$ cat src/rtl/nanorv32_tcm_arbiter_pkg.sv
// Shared types for the nanorv32 TCM arbiter: response-owner encoding and bus widths.
package nanorv32_tcm_arbiter_pkg;

  localparam int DATA_W = 32;
  localparam int STRB_W = DATA_W / 8;

  typedef enum logic [1:0] {
    RSP_NONE = 2'd0,
    RSP_IF   = 2'd1,
    RSP_D    = 2'd2
  } rsp_sel_e;

endpackage

$ cat src/rtl/nanorv32_tcm_arbiter_if.sv
// Bundle of the fetch port, data port and TCM port around the arbiter.
// slave = arbiter side; master = the CPU/TCM environment that surrounds it.
interface nanorv32_tcm_arbiter_if #(parameter int ADDR_W = 16);
  import nanorv32_tcm_arbiter_pkg::*;

  logic              if_req_valid;
  logic [ADDR_W-1:0] if_req_addr;
  logic              if_req_ready;
  logic              if_rsp_valid;
  logic [DATA_W-1:0] if_rsp_rdata;

  logic              d_req_valid;
  logic [ADDR_W-1:0] d_req_addr;
  logic              d_req_we;
  logic [STRB_W-1:0] d_req_wstrb;
  logic [DATA_W-1:0] d_req_wdata;
  logic              d_req_ready;
  logic              d_rsp_valid;
  logic [DATA_W-1:0] d_rsp_rdata;

  logic              mem_cs;
  logic [STRB_W-1:0] mem_we;
  logic [ADDR_W-3:0] mem_addr;
  logic [DATA_W-1:0] mem_wdata;
  logic [DATA_W-1:0] mem_rdata;

  modport slave (
    input  if_req_valid, if_req_addr,
    output if_req_ready, if_rsp_valid, if_rsp_rdata,
    input  d_req_valid, d_req_addr, d_req_we, d_req_wstrb, d_req_wdata,
    output d_req_ready, d_rsp_valid, d_rsp_rdata,
    output mem_cs, mem_we, mem_addr, mem_wdata,
    input  mem_rdata
  );

  modport master (
    output if_req_valid, if_req_addr,
    input  if_req_ready, if_rsp_valid, if_rsp_rdata,
    output d_req_valid, d_req_addr, d_req_we, d_req_wstrb, d_req_wdata,
    input  d_req_ready, d_rsp_valid, d_rsp_rdata,
    input  mem_cs, mem_we, mem_addr, mem_wdata,
    output mem_rdata
  );

endinterface

$ cat src/rtl/nanorv32_tcm_arbiter_starve_cnt.sv
// Fetch starvation guard: counts cycles a pending fetch loses to data and raises
// forceFetch_o once the count reaches MAX_WAIT. Only used with NANORV32_TCM_ARB_STARVE_EN.
module nanorv32_tcm_arb_starve_cnt #(
  parameter int MAX_WAIT = 4
) (
  input  logic clk,
  input  logic rst_n,
  input  logic ifValid_i,
  input  logic ifGrant_i,
  output logic forceFetch_o
);

  localparam int CNT_W = $clog2(MAX_WAIT + 1);
  localparam logic [CNT_W-1:0] MAX_CNT = CNT_W'(MAX_WAIT);

  logic [CNT_W-1:0] waitCnt_q, waitCnt_d;

  // Saturates at MAX_CNT so the force flag stays up until fetch actually wins.
  always_comb begin
    waitCnt_d = waitCnt_q;
    if (!ifValid_i || ifGrant_i) begin
      waitCnt_d = '0;
    end else if (waitCnt_q != MAX_CNT) begin
      waitCnt_d = waitCnt_q + 1'b1;
    end
  end

  always_ff @(posedge clk) begin
    if (!rst_n) begin
      waitCnt_q <= '0;
    end else begin
      waitCnt_q <= waitCnt_d;
    end
  end

  assign forceFetch_o = (waitCnt_q == MAX_CNT);

endmodule

$ cat src/rtl/nanorv32_tcm_arbiter.sv
// Single-port TCM arbiter between nanorv32 fetch and load/store ports; data wins ties.
// Define NANORV32_TCM_ARB_STARVE_EN to bound fetch starvation to MAX_WAIT lost cycles.
module nanorv32_tcm_arbiter
  import nanorv32_tcm_arbiter_pkg::*;
#(
  parameter int ADDR_W   = 16,
  parameter int MAX_WAIT = 4
) (
  input logic clk,
  input logic rst_n,
  nanorv32_tcm_arbiter_if.slave bus
);

  logic     ifGrant, dGrant, forceFetch;
  rsp_sel_e rspSel_q, rspSel_d;
  logic     isWr_q, isWr_d;
  logic     unusedAddrBits;

  assign unusedAddrBits = ^{bus.if_req_addr[1:0], bus.d_req_addr[1:0]};

`ifdef NANORV32_TCM_ARB_STARVE_EN
  nanorv32_tcm_arb_starve_cnt #(
    .MAX_WAIT(MAX_WAIT)
  ) uStarveCnt (
    .clk         (clk),
    .rst_n       (rst_n),
    .ifValid_i   (bus.if_req_valid),
    .ifGrant_i   (ifGrant),
    .forceFetch_o(forceFetch)
  );
`else
  assign forceFetch = 1'b0;
`endif

  // Reset gates every grant, so readies and the TCM strobe stay low while rst_n = 0.
  always_comb begin
    ifGrant = 1'b0;
    dGrant  = 1'b0;
    if (rst_n) begin
      if (bus.d_req_valid && !(forceFetch && bus.if_req_valid)) begin
        dGrant = 1'b1;
      end else if (bus.if_req_valid) begin
        ifGrant = 1'b1;
      end
    end
  end

  assign bus.if_req_ready = ifGrant;
  assign bus.d_req_ready  = dGrant;
  assign bus.mem_cs       = ifGrant | dGrant;
  assign bus.mem_we       = (dGrant && bus.d_req_we) ? bus.d_req_wstrb : '0;
  assign bus.mem_wdata    = dGrant ? bus.d_req_wdata : '0;
  assign bus.mem_addr     = dGrant  ? bus.d_req_addr[ADDR_W-1:2] :
                            ifGrant ? bus.if_req_addr[ADDR_W-1:2] : '0;

  always_comb begin
    rspSel_d = RSP_NONE;
    isWr_d   = 1'b0;
    if (dGrant) begin
      rspSel_d = RSP_D;
      isWr_d   = bus.d_req_we;
    end else if (ifGrant) begin
      rspSel_d = RSP_IF;
    end
  end

  always_ff @(posedge clk) begin
    if (!rst_n) begin
      rspSel_q <= RSP_NONE;
      isWr_q   <= 1'b0;
    end else begin
      rspSel_q <= rspSel_d;
      isWr_q   <= isWr_d;
    end
  end

  // Responses are also gated by rst_n so an access accepted just before reset never answers.
  assign bus.if_rsp_valid = rst_n && (rspSel_q == RSP_IF);
  assign bus.d_rsp_valid  = rst_n && (rspSel_q == RSP_D);
  assign bus.if_rsp_rdata = bus.if_rsp_valid ? bus.mem_rdata : '0;
  assign bus.d_rsp_rdata  = (bus.d_rsp_valid && !isWr_q) ? bus.mem_rdata : '0;

endmodule

$ cat src/flat_wrapper.sv
// flat-port wrapper written by rule: the top's interface ports become plain ports
module nanorv32_tcm_arbiter_flat import nanorv32_tcm_arbiter_pkg::*;
#(
  parameter int ADDR_W   = 16,
  parameter int MAX_WAIT = 4
)
  (clk, rst_n, bus_if_req_valid, bus_if_req_addr, bus_if_req_ready, bus_if_rsp_valid, bus_if_rsp_rdata, bus_d_req_valid, bus_d_req_addr, bus_d_req_we, bus_d_req_wstrb, bus_d_req_wdata, bus_d_req_ready, bus_d_rsp_valid, bus_d_rsp_rdata, bus_mem_cs, bus_mem_we, bus_mem_addr, bus_mem_wdata, bus_mem_rdata);
  nanorv32_tcm_arbiter_if #(.ADDR_W(ADDR_W)) bus_i ();
  input logic clk;
  input logic rst_n;
  input wire logic [$bits(bus_i.if_req_valid)-1:0] bus_if_req_valid;
  input wire logic [$bits(bus_i.if_req_addr)-1:0] bus_if_req_addr;
  output wire logic [$bits(bus_i.if_req_ready)-1:0] bus_if_req_ready;
  output wire logic [$bits(bus_i.if_rsp_valid)-1:0] bus_if_rsp_valid;
  output wire logic [$bits(bus_i.if_rsp_rdata)-1:0] bus_if_rsp_rdata;
  input wire logic [$bits(bus_i.d_req_valid)-1:0] bus_d_req_valid;
  input wire logic [$bits(bus_i.d_req_addr)-1:0] bus_d_req_addr;
  input wire logic [$bits(bus_i.d_req_we)-1:0] bus_d_req_we;
  input wire logic [$bits(bus_i.d_req_wstrb)-1:0] bus_d_req_wstrb;
  input wire logic [$bits(bus_i.d_req_wdata)-1:0] bus_d_req_wdata;
  output wire logic [$bits(bus_i.d_req_ready)-1:0] bus_d_req_ready;
  output wire logic [$bits(bus_i.d_rsp_valid)-1:0] bus_d_rsp_valid;
  output wire logic [$bits(bus_i.d_rsp_rdata)-1:0] bus_d_rsp_rdata;
  output wire logic [$bits(bus_i.mem_cs)-1:0] bus_mem_cs;
  output wire logic [$bits(bus_i.mem_we)-1:0] bus_mem_we;
  output wire logic [$bits(bus_i.mem_addr)-1:0] bus_mem_addr;
  output wire logic [$bits(bus_i.mem_wdata)-1:0] bus_mem_wdata;
  input wire logic [$bits(bus_i.mem_rdata)-1:0] bus_mem_rdata;
  assign bus_i.if_req_valid = bus_if_req_valid;
  assign bus_i.if_req_addr = bus_if_req_addr;
  assign bus_if_req_ready = bus_i.if_req_ready;
  assign bus_if_rsp_valid = bus_i.if_rsp_valid;
  assign bus_if_rsp_rdata = bus_i.if_rsp_rdata;
  assign bus_i.d_req_valid = bus_d_req_valid;
  assign bus_i.d_req_addr = bus_d_req_addr;
  assign bus_i.d_req_we = bus_d_req_we;
  assign bus_i.d_req_wstrb = bus_d_req_wstrb;
  assign bus_i.d_req_wdata = bus_d_req_wdata;
  assign bus_d_req_ready = bus_i.d_req_ready;
  assign bus_d_rsp_valid = bus_i.d_rsp_valid;
  assign bus_d_rsp_rdata = bus_i.d_rsp_rdata;
  assign bus_mem_cs = bus_i.mem_cs;
  assign bus_mem_we = bus_i.mem_we;
  assign bus_mem_addr = bus_i.mem_addr;
  assign bus_mem_wdata = bus_i.mem_wdata;
  assign bus_i.mem_rdata = bus_mem_rdata;
  nanorv32_tcm_arbiter #(.ADDR_W(ADDR_W), .MAX_WAIT(MAX_WAIT)) u_core (.clk(clk), .rst_n(rst_n), .bus(bus_i));
endmodule
$ cat config.mk
export PLATFORM = sky130hd
export DESIGN_NAME = nanorv32_tcm_arbiter_flat
export DESIGN_NICKNAME = d
export VERILOG_FILES = /design/src/rtl/nanorv32_tcm_arbiter_pkg.sv /design/src/rtl/nanorv32_tcm_arbiter_if.sv /design/src/rtl/nanorv32_tcm_arbiter_starve_cnt.sv /design/src/rtl/nanorv32_tcm_arbiter.sv /design/src/flat_wrapper.sv
export SDC_FILE = /design/constraint.sdc
export NUM_CORES = 1
export LEC_CHECK = 0
export BUFFER_PORTS_ARGS = -buffer_cell sky130_fd_sc_hd__buf_4
export CAP_MARGIN = 30
export CORE_AREA = 4 4 84 86
export CTS_CLUSTER_DIAMETER = 120
export DETAILED_ROUTE_END_ITERATION = 12
export DIE_AREA = 0 0 88 90
export PLACE_DENSITY = 0.58
export SLEW_MARGIN = 0
export SYNTH_ARGS = -nofsm -noshare
export SYNTH_HDL_FRONTEND = slang
export SYNTH_SLANG_ARGS = --single-unit
$ cat constraint.sdc
create_clock -name clk -period 1.8 [get_ports clk]
set_clock_uncertainty 0.1 [all_clocks]
set_input_delay 0.36 -clock clk [delete_from_list [all_inputs] [get_ports clk]]
set_output_delay 0.36 -clock clk [all_outputs]
set_load 0.005 [all_outputs]
==> impl_metrics.json, run 1 <==
{
  "cts_tree": "yes",
  "worstSetupStartpoint": "u_core.rspSel_q[0]",
  "finalHoldViolations": 0,
  "pwr-share-comb_pct": 62.1,
  "clock_sinks": 3,
  "ys_ff_latch": 3,
  "grt_max_degree": 34,
  "wl_per_cell_um": 14.5,
  "synthFlopType": "dfxtp_1",
  "crit_chain": "and4bb_4 -> and2_1 -> buf_4",
  "path_delay_family": "simple AND/OR/NAND/NOR gates",
  "maxSlewHeadroom_pct": 76.2,
  "p_leak_nw": 1.69,
  "cts_buffer_depth": 2,
  "drv_slew": 0,
  "min_from": "bus_d_req_valid",
  "worst_slew_pin_slew_ns": 0.357,
  "ir_worst_vdd_v": 0.000199,
  "clk_pin_slew_ns": 0.03,
  "grt_use_total_pct": 13.5,
  "std_cell_rows": 29,
  "slowest_delay_ns": 0.47,
  "vias_per_cell": 4.28,
  "firstDrtPassIters": 4,
  "grt_pass1_wl_um": 8790,
  "seq_power_share_pct": 10.5,
  "period_needed_ns": 1.74,
  "hold_depth": 2,
  "switching_share_pct": 26.6,
  "pin_count": 224,
  "cp_num_buf_inv": 1,
  "diodes": 0,
  "rsz0062_at_grt": "true",
  "synth.distinct_cells": 18,
  "dp_hpwl_um": 5140,
  "avgSynthCellArea_um2": 7.20,
  "postPlaceCellArea_um2": 2720,
  "crit_arrival_ns": 1.28,
  "hold_end": "u_core.rspSel_q[1]",
  "cp_slowest_cell": "and4bb_4",
  "die_x_um": 88,
  "die_h_um": 90,
  "synth_nets": 252,
  "grt-ovfl-total": 0,
  "core_area_um2": 6280,
  "async_flop_share_pct": 0,
  "ys_seq_area_share_pct": 5.67,
  "yosysMostFrequentCell": "and2_1",
  "gp_congestion": 0.787,
  "clkPwrFrac_pct": 27.4,
  "yosys_warnings": 0,
  "fin_crit_sh_pct": 96.5,
  "crit_path_end_kind": "output port",
  "wl_um": 6280,
  "drc_errors": 0,
  "layout-drive-gt1-share_pct": 69.5,
  "hold_ws_ns": 0.313,
  "yosys.area.top_type_share_pct": 41.4,
  "powerDensity_nw_per_um2": 251,
  "clock_tree.root_cell": "clkbuf_8",
  "drt-initial-drc-count": 30,
  "cts_made_buffers": 3,
  "synth_area_leaders": "and2_1 41%, and3_1 17%, a32o_2 8.5%",
  "drv_cap": 0,
  "post_cts.repair.setup_buffers": 0,
  "p_total_mw": 0.699,
  "dieArea_um2": 7920,
  "syn_inst": 147,
  "criticalPathCategory": "reg2out",
  "synth_edf_count": 0,
  "numPortBuffers": 219,
  "finalNetCount": 463,
  "synth_top_area_cell": "and2_1",
  "grt_pass1_vias": 1802,
  "netlist_top_cells_count": "70 x and2_1, 28 x and3_1, 9 x clkbuf_1",
  "syn_to_final_growth_pct": 163,
  "startpoint_type": "flip-flop",
  "critPathRequiredTime_ns": 1.34,
  "cts_hold_buf": 0,
  "finalSetupViolCount": 0,
  "fmax_ghz": 0.576,
  "start_util_pct": 16.9,
  "p_switching_mw": 0.186,
  "antenna_found_initial": 0,
  "antenna_left": 0,
  "status": "complete, no violations",
  "hold_class": "in2reg",
  "synth_area_um2": 1060,
  "cp_max_fo": 16,
  "fillers": 653,
  "vias": 1856,
  "p_int_mw": 0.513,
  "cts_max_level": 1,
  "finalInstanceArea_um2": 2790
}
[power groups by stage]
stage                     sequential [mW]  combinational (mW)  clock (mW)
after floorplan                    0.0720               0.136           0
after global routing               0.0740               0.474       0.204
after CTS                          0.0715               0.437       0.198
after detailed placement           0.0725               0.435           0
after global placement             0.0723               0.430           0
final                              0.0736               0.434       0.192
[layout by cell type (no fill, tap or decap), drive strengths merged]
master,n
buf,224
and2,72
and3,33
a32o,14
clkbuf,4
dfxtp,3
and4bb,2
nor2b,1
and3b,1
nand2,1
nor2,1
o21a,1
[logic make-up after synthesis]
| logic type | synth area share, % |
|---|---|
| simple gates | 66.8 |
| buf+inv | 12.6 |
| compound gates | 14.9 |
| flops | 5.67 |
[worst max path at each step]
stage	slack, ns	cells after the start	to
after floorplan	0.35	4	bus_mem_addr[10]
after detailed placement	-0.03	4	bus_mem_addr[5]
after CTS	0.005	3	bus_d_rsp_rdata[15]
after global placement	-0.005	4	bus_mem_addr[5]
after global routing	-0.02	3	bus_d_rsp_rdata[30]
final	0.06	3	bus_d_rsp_rdata[9]
[through the flow]
stage | std cells | utilization (%) | TNS [ns] | setup WS, ns
floorplan | 147 | - | 0 | 0.349
CTS | 433 | 44.1 | 0 | 0.00499
global placement | 429 | 43.3 | -0.00915 | -0.00496
global route | 434 | 44.4 | -0.0344 | -0.0180
detailed placement | 429 | 43.3 | -0.271 | -0.0299
finish | 434 | 44.4 | 0 | 0.0630
[sequential cells by signal (all words and copies together) (netlist names)]
signal and cells:
u_core.isWr_q 1, u_core.rspSel_q 2
[metal layers]
metal  share of wire [%]  global-route usage (%)  vias up  wire length (um)
met3                  15                    3.75        2               933
met2                  50                    25.9      132              3140
li1                    -                       -      923                 -
met4                0.33                    2.69        0                21
met1                  35                    14.2      799              2180
met5                   0                       0        -                 0
[layout make-up]
cell class	instances	area [um2]	share of cell area, %
well taps	77	96.3	3.46
repair buffers	224	1690	60.8
clock buffers	4	45.0	1.62
flip-flops and latches	3	61.3	2.20
multi-input cells	126	890	31.9
[timing repair]
action,CTS,global route
cloned,0,1
resized for setup,1,4
endpoints found under the setup margin,14,42
endpoints found under the hold margin,0,0
pin swaps,0,1
Power figures use the tool's default switching activity.
==> run 2, diff against run 1 <==
- ABC_AREA: unset -> 1
- CORE_AREA: 4 4 84 86 -> 4 4 85 87
- DIE_AREA: 0 0 88 90 -> 0 0 89 91
- PLACE_DENSITY: 0.58 -> 0.56
- clock period: 1.8 -> 2.2 ns (I/O delays scaled with it)
==> run 2 against run 1 <==
Compared with the run above:
- count of clock-buffer cells in the layout did not move
- sequential share of layout area barely moved
- largest cell class unchanged
- sequential power fell by 21%
- die area rose by 2.3%
- non-clock buffer count fell by 2
- utilization fell by 0.86 points
- synthesized cell count rose by 63%
- final cell count rose by 23%
- critical path type unchanged
- worst setup slack improved by 0.16 ns
==> impl_metrics.json, run 2 <==
{
  "status": "complete, no violations",
  "maxSlewHeadroom_pct": 73.2,
  "finalNetCount": 561,
  "fillers": 673,
  "die_h_um": 91,
  "async_flop_share_pct": 0,
  "drt-initial-drc-count": 34,
  "mostFrequentLayoutCells": "220 x buf_4, 99 x nor2_1, 71 x inv_1, 47 x nand2_1, 4 x nor2_2",
  "fmax_ghz": 0.507,
  "cp_max_fo": 20,
  "dp_hpwl_um": 5260,
  "start_util_pct": 16.2,
  "clock_tree.root_cell": "clkbuf_8",
  "yosysMostFrequentCell": "nor2_1",
  "critPathRequiredTime_ns": 1.66,
  "grt_max_degree": 35,
  "cp_num_buf_inv": 2,
  "period_needed_ns": 1.97,
  "yosys.area.top_type_share_pct": 36.1,
  "grt_use_total_pct": 12.6,
  "hold_class": "in2reg",
  "diodes": 0,
  "cp_slowest_cell": "dfxtp_1",
  "grt_pass1_vias": 1820,
  "synth_edf_count": 0,
  "syn_to_final_growth_pct": 169,
  "netlist_top_cells_count": "99 x nor2_1, 71 x inv_1, 47 x nand2_1",
  "worst_slew_pin_slew_ns": 0.400,
  "finalHoldViolations": 0,
  "yosys_warnings": 0,
  "antenna_left": 0,
  "crit_chain": "nand2_1 -> nor2_2 -> nand2_2 -> buf_12 -> nor2_1 -> buf_4",
  "grt-ovfl-total": 0,
  "numPortBuffers": 219,
  "synthFlopType": "dfxtp_1",
  "cts_tree": "yes",
  "drv_slew": 0,
  "final.setup.tns_ns": 0,
  "largest_register_ffs": 2,
  "cts_resized": 0,
  "top_regs": "u_core.rspSel_q x2, u_core.isWr_q x1",
  "cts_buffer_depth": 2,
  "antenna_found_initial": 0,
  "drv_cap": 0,
  "wl_per_cell_um": 10.9,
  "hold_depth": 2,
  "startpoint_type": "flip-flop",
  "final_common_cell": "buf_4",
  "clk_pin_slew_ns": 0.03,
  "ir_worst_vdd_v": 0.000136,
  "synth_area_leaders": "nor2_1 36%, inv_1 26%, nand2_1 17%",
  "cts_made_buffers": 3,
  "firstDrtPassIters": 4,
  "criticalPathCategory": "reg2out",
  "std_cell_rows": 29,
  "crit_path_end_kind": "output port",
  "syn_inst": 240,
  "crit_arrival_ns": 1.43,
  "cts_max_level": 1,
  "largest_register": "u_core.rspSel_q",
  "hold_end": "u_core.rspSel_q[0]",
  "gp_congestion": 0.734,
  "synth_nets": 345,
  "powerDensity_nw_per_um2": 205,
  "grt_pass1_wl_um": 8400,
  "die_x_um": 89,
  "core_area_um2": 6350,
  "layout-drive-gt1-share_pct": 51.4,
  "vias_per_cell": 3.81,
  "avgSynthCellArea_um2": 4.29,
  "drc_errors": 0,
  "clock_sinks": 3,
  "slowest_delay_ns": 0.33,
  "cts_hold_buf": 0,
  "vias": 2025,
  "min_from": "bus_d_req_valid",
  "synth_area_um2": 1030,
  "synth.distinct_cells": 11,
  "pin_count": 224,
  "p_leak_nw": 1.94,
  "rsz0062_at_grt": "false",
  "dieArea_um2": 8100,
  "ys_seq_area_share_pct": 5.84,
  "wl_um": 5820,
  "path_delay_family": "simple AND/OR/NAND/NOR gates",
  "finalSetupViolCount": 0,
  "fin_crit_sh_pct": 89.7,
  "synth_top_area_cell": "nor2_1",
  "ys_ff_latch": 3,
  "post_cts.repair.setup_buffers": 0,
  "finalInstanceArea_um2": 2760,
  "postPlaceCellArea_um2": 2720
}
-- run 2: cell count changes in the layout (fill, tap and decap cells not counted), sizes merged --
cell	before	now
nor2	1	104
o21a	1	0
nand2	1	49
buf	224	222
and4bb	2	0
nor2b	1	0
inv	0	73
and3	33	0
and3b	1	0
a32o	14	0
and2	72	0
-- run 2: cell families (layout without fill, tap and decap cells) --
group	Yosys count	in the layout	share of synthesized area, %
AND/OR/NAND/NOR	153	153	58.0
buffers and inverters	84	299	36.1
flip-flops	3	3	5.84
-- run 2: layout make-up --
class / count / area [um2] / share of cell area [%]
Timing Repair Buffer: 222 / 1690 / 61.2
Sequential cell: 3 / 60.1 / 2.17
Inverter: 73 / 274 / 9.91
Clock buffer: 4 / 45.0 / 1.63
Tap cell: 77 / 96.3 / 3.49
Multi-Input combinational cell: 153 / 597 / 21.6
-- run 2: stage by stage --
stage	hold WS, ns	worst slack, ns	util, %	total power [mW]	cells
2_1_floorplan	0.412	0.700	-	0.169	240
3_3_place_gp	0.550	0.221	42.8	0.415	528
3_5_place_dp	0.551	0.210	42.8	0.418	528
4_1_cts	0.330	0.194	43.5	0.578	532
5_1_grt	0.335	0.0544	43.5	0.615	532
6_report	0.334	0.227	43.5	0.568	532
-- run 2: power by group --
| part | switching, mW | internal, mW | leakage (nW) |
|---|---|---|---|
| Clock | 0.0325 | 0.123 | 0.0228 |
| Sequential | 0.00124 | 0.0573 | 0.0248 |
| Combinational | 0.134 | 0.219 | 1.89 |
-- run 2: per-layer routing --
| layer | track usage, % | wire length, um |
|---|---|---|
| met3 | 4.07 | 1010 |
| met4 | 3.97 | 84 |
| met1 | 12.3 | 1800 |
| met2 | 24.3 | 2920 |
| met5 | 0 | 0 |
-- run 2: worst max-delay path by stage --
stage	start	cells past startpoint	to
after global routing	u_core.rspSel_q[1]	6	bus_d_rsp_rdata[1]
after detailed placement	rst_n	7	bus_d_rsp_rdata[1]
final	u_core.rspSel_q[1]	6	bus_d_rsp_rdata[1]
after global placement	rst_n	7	bus_d_rsp_rdata[8]
after CTS	u_core.rspSel_q[1]	6	bus_d_rsp_rdata[1]
after floorplan	rst_n	5	bus_d_rsp_rdata[10]
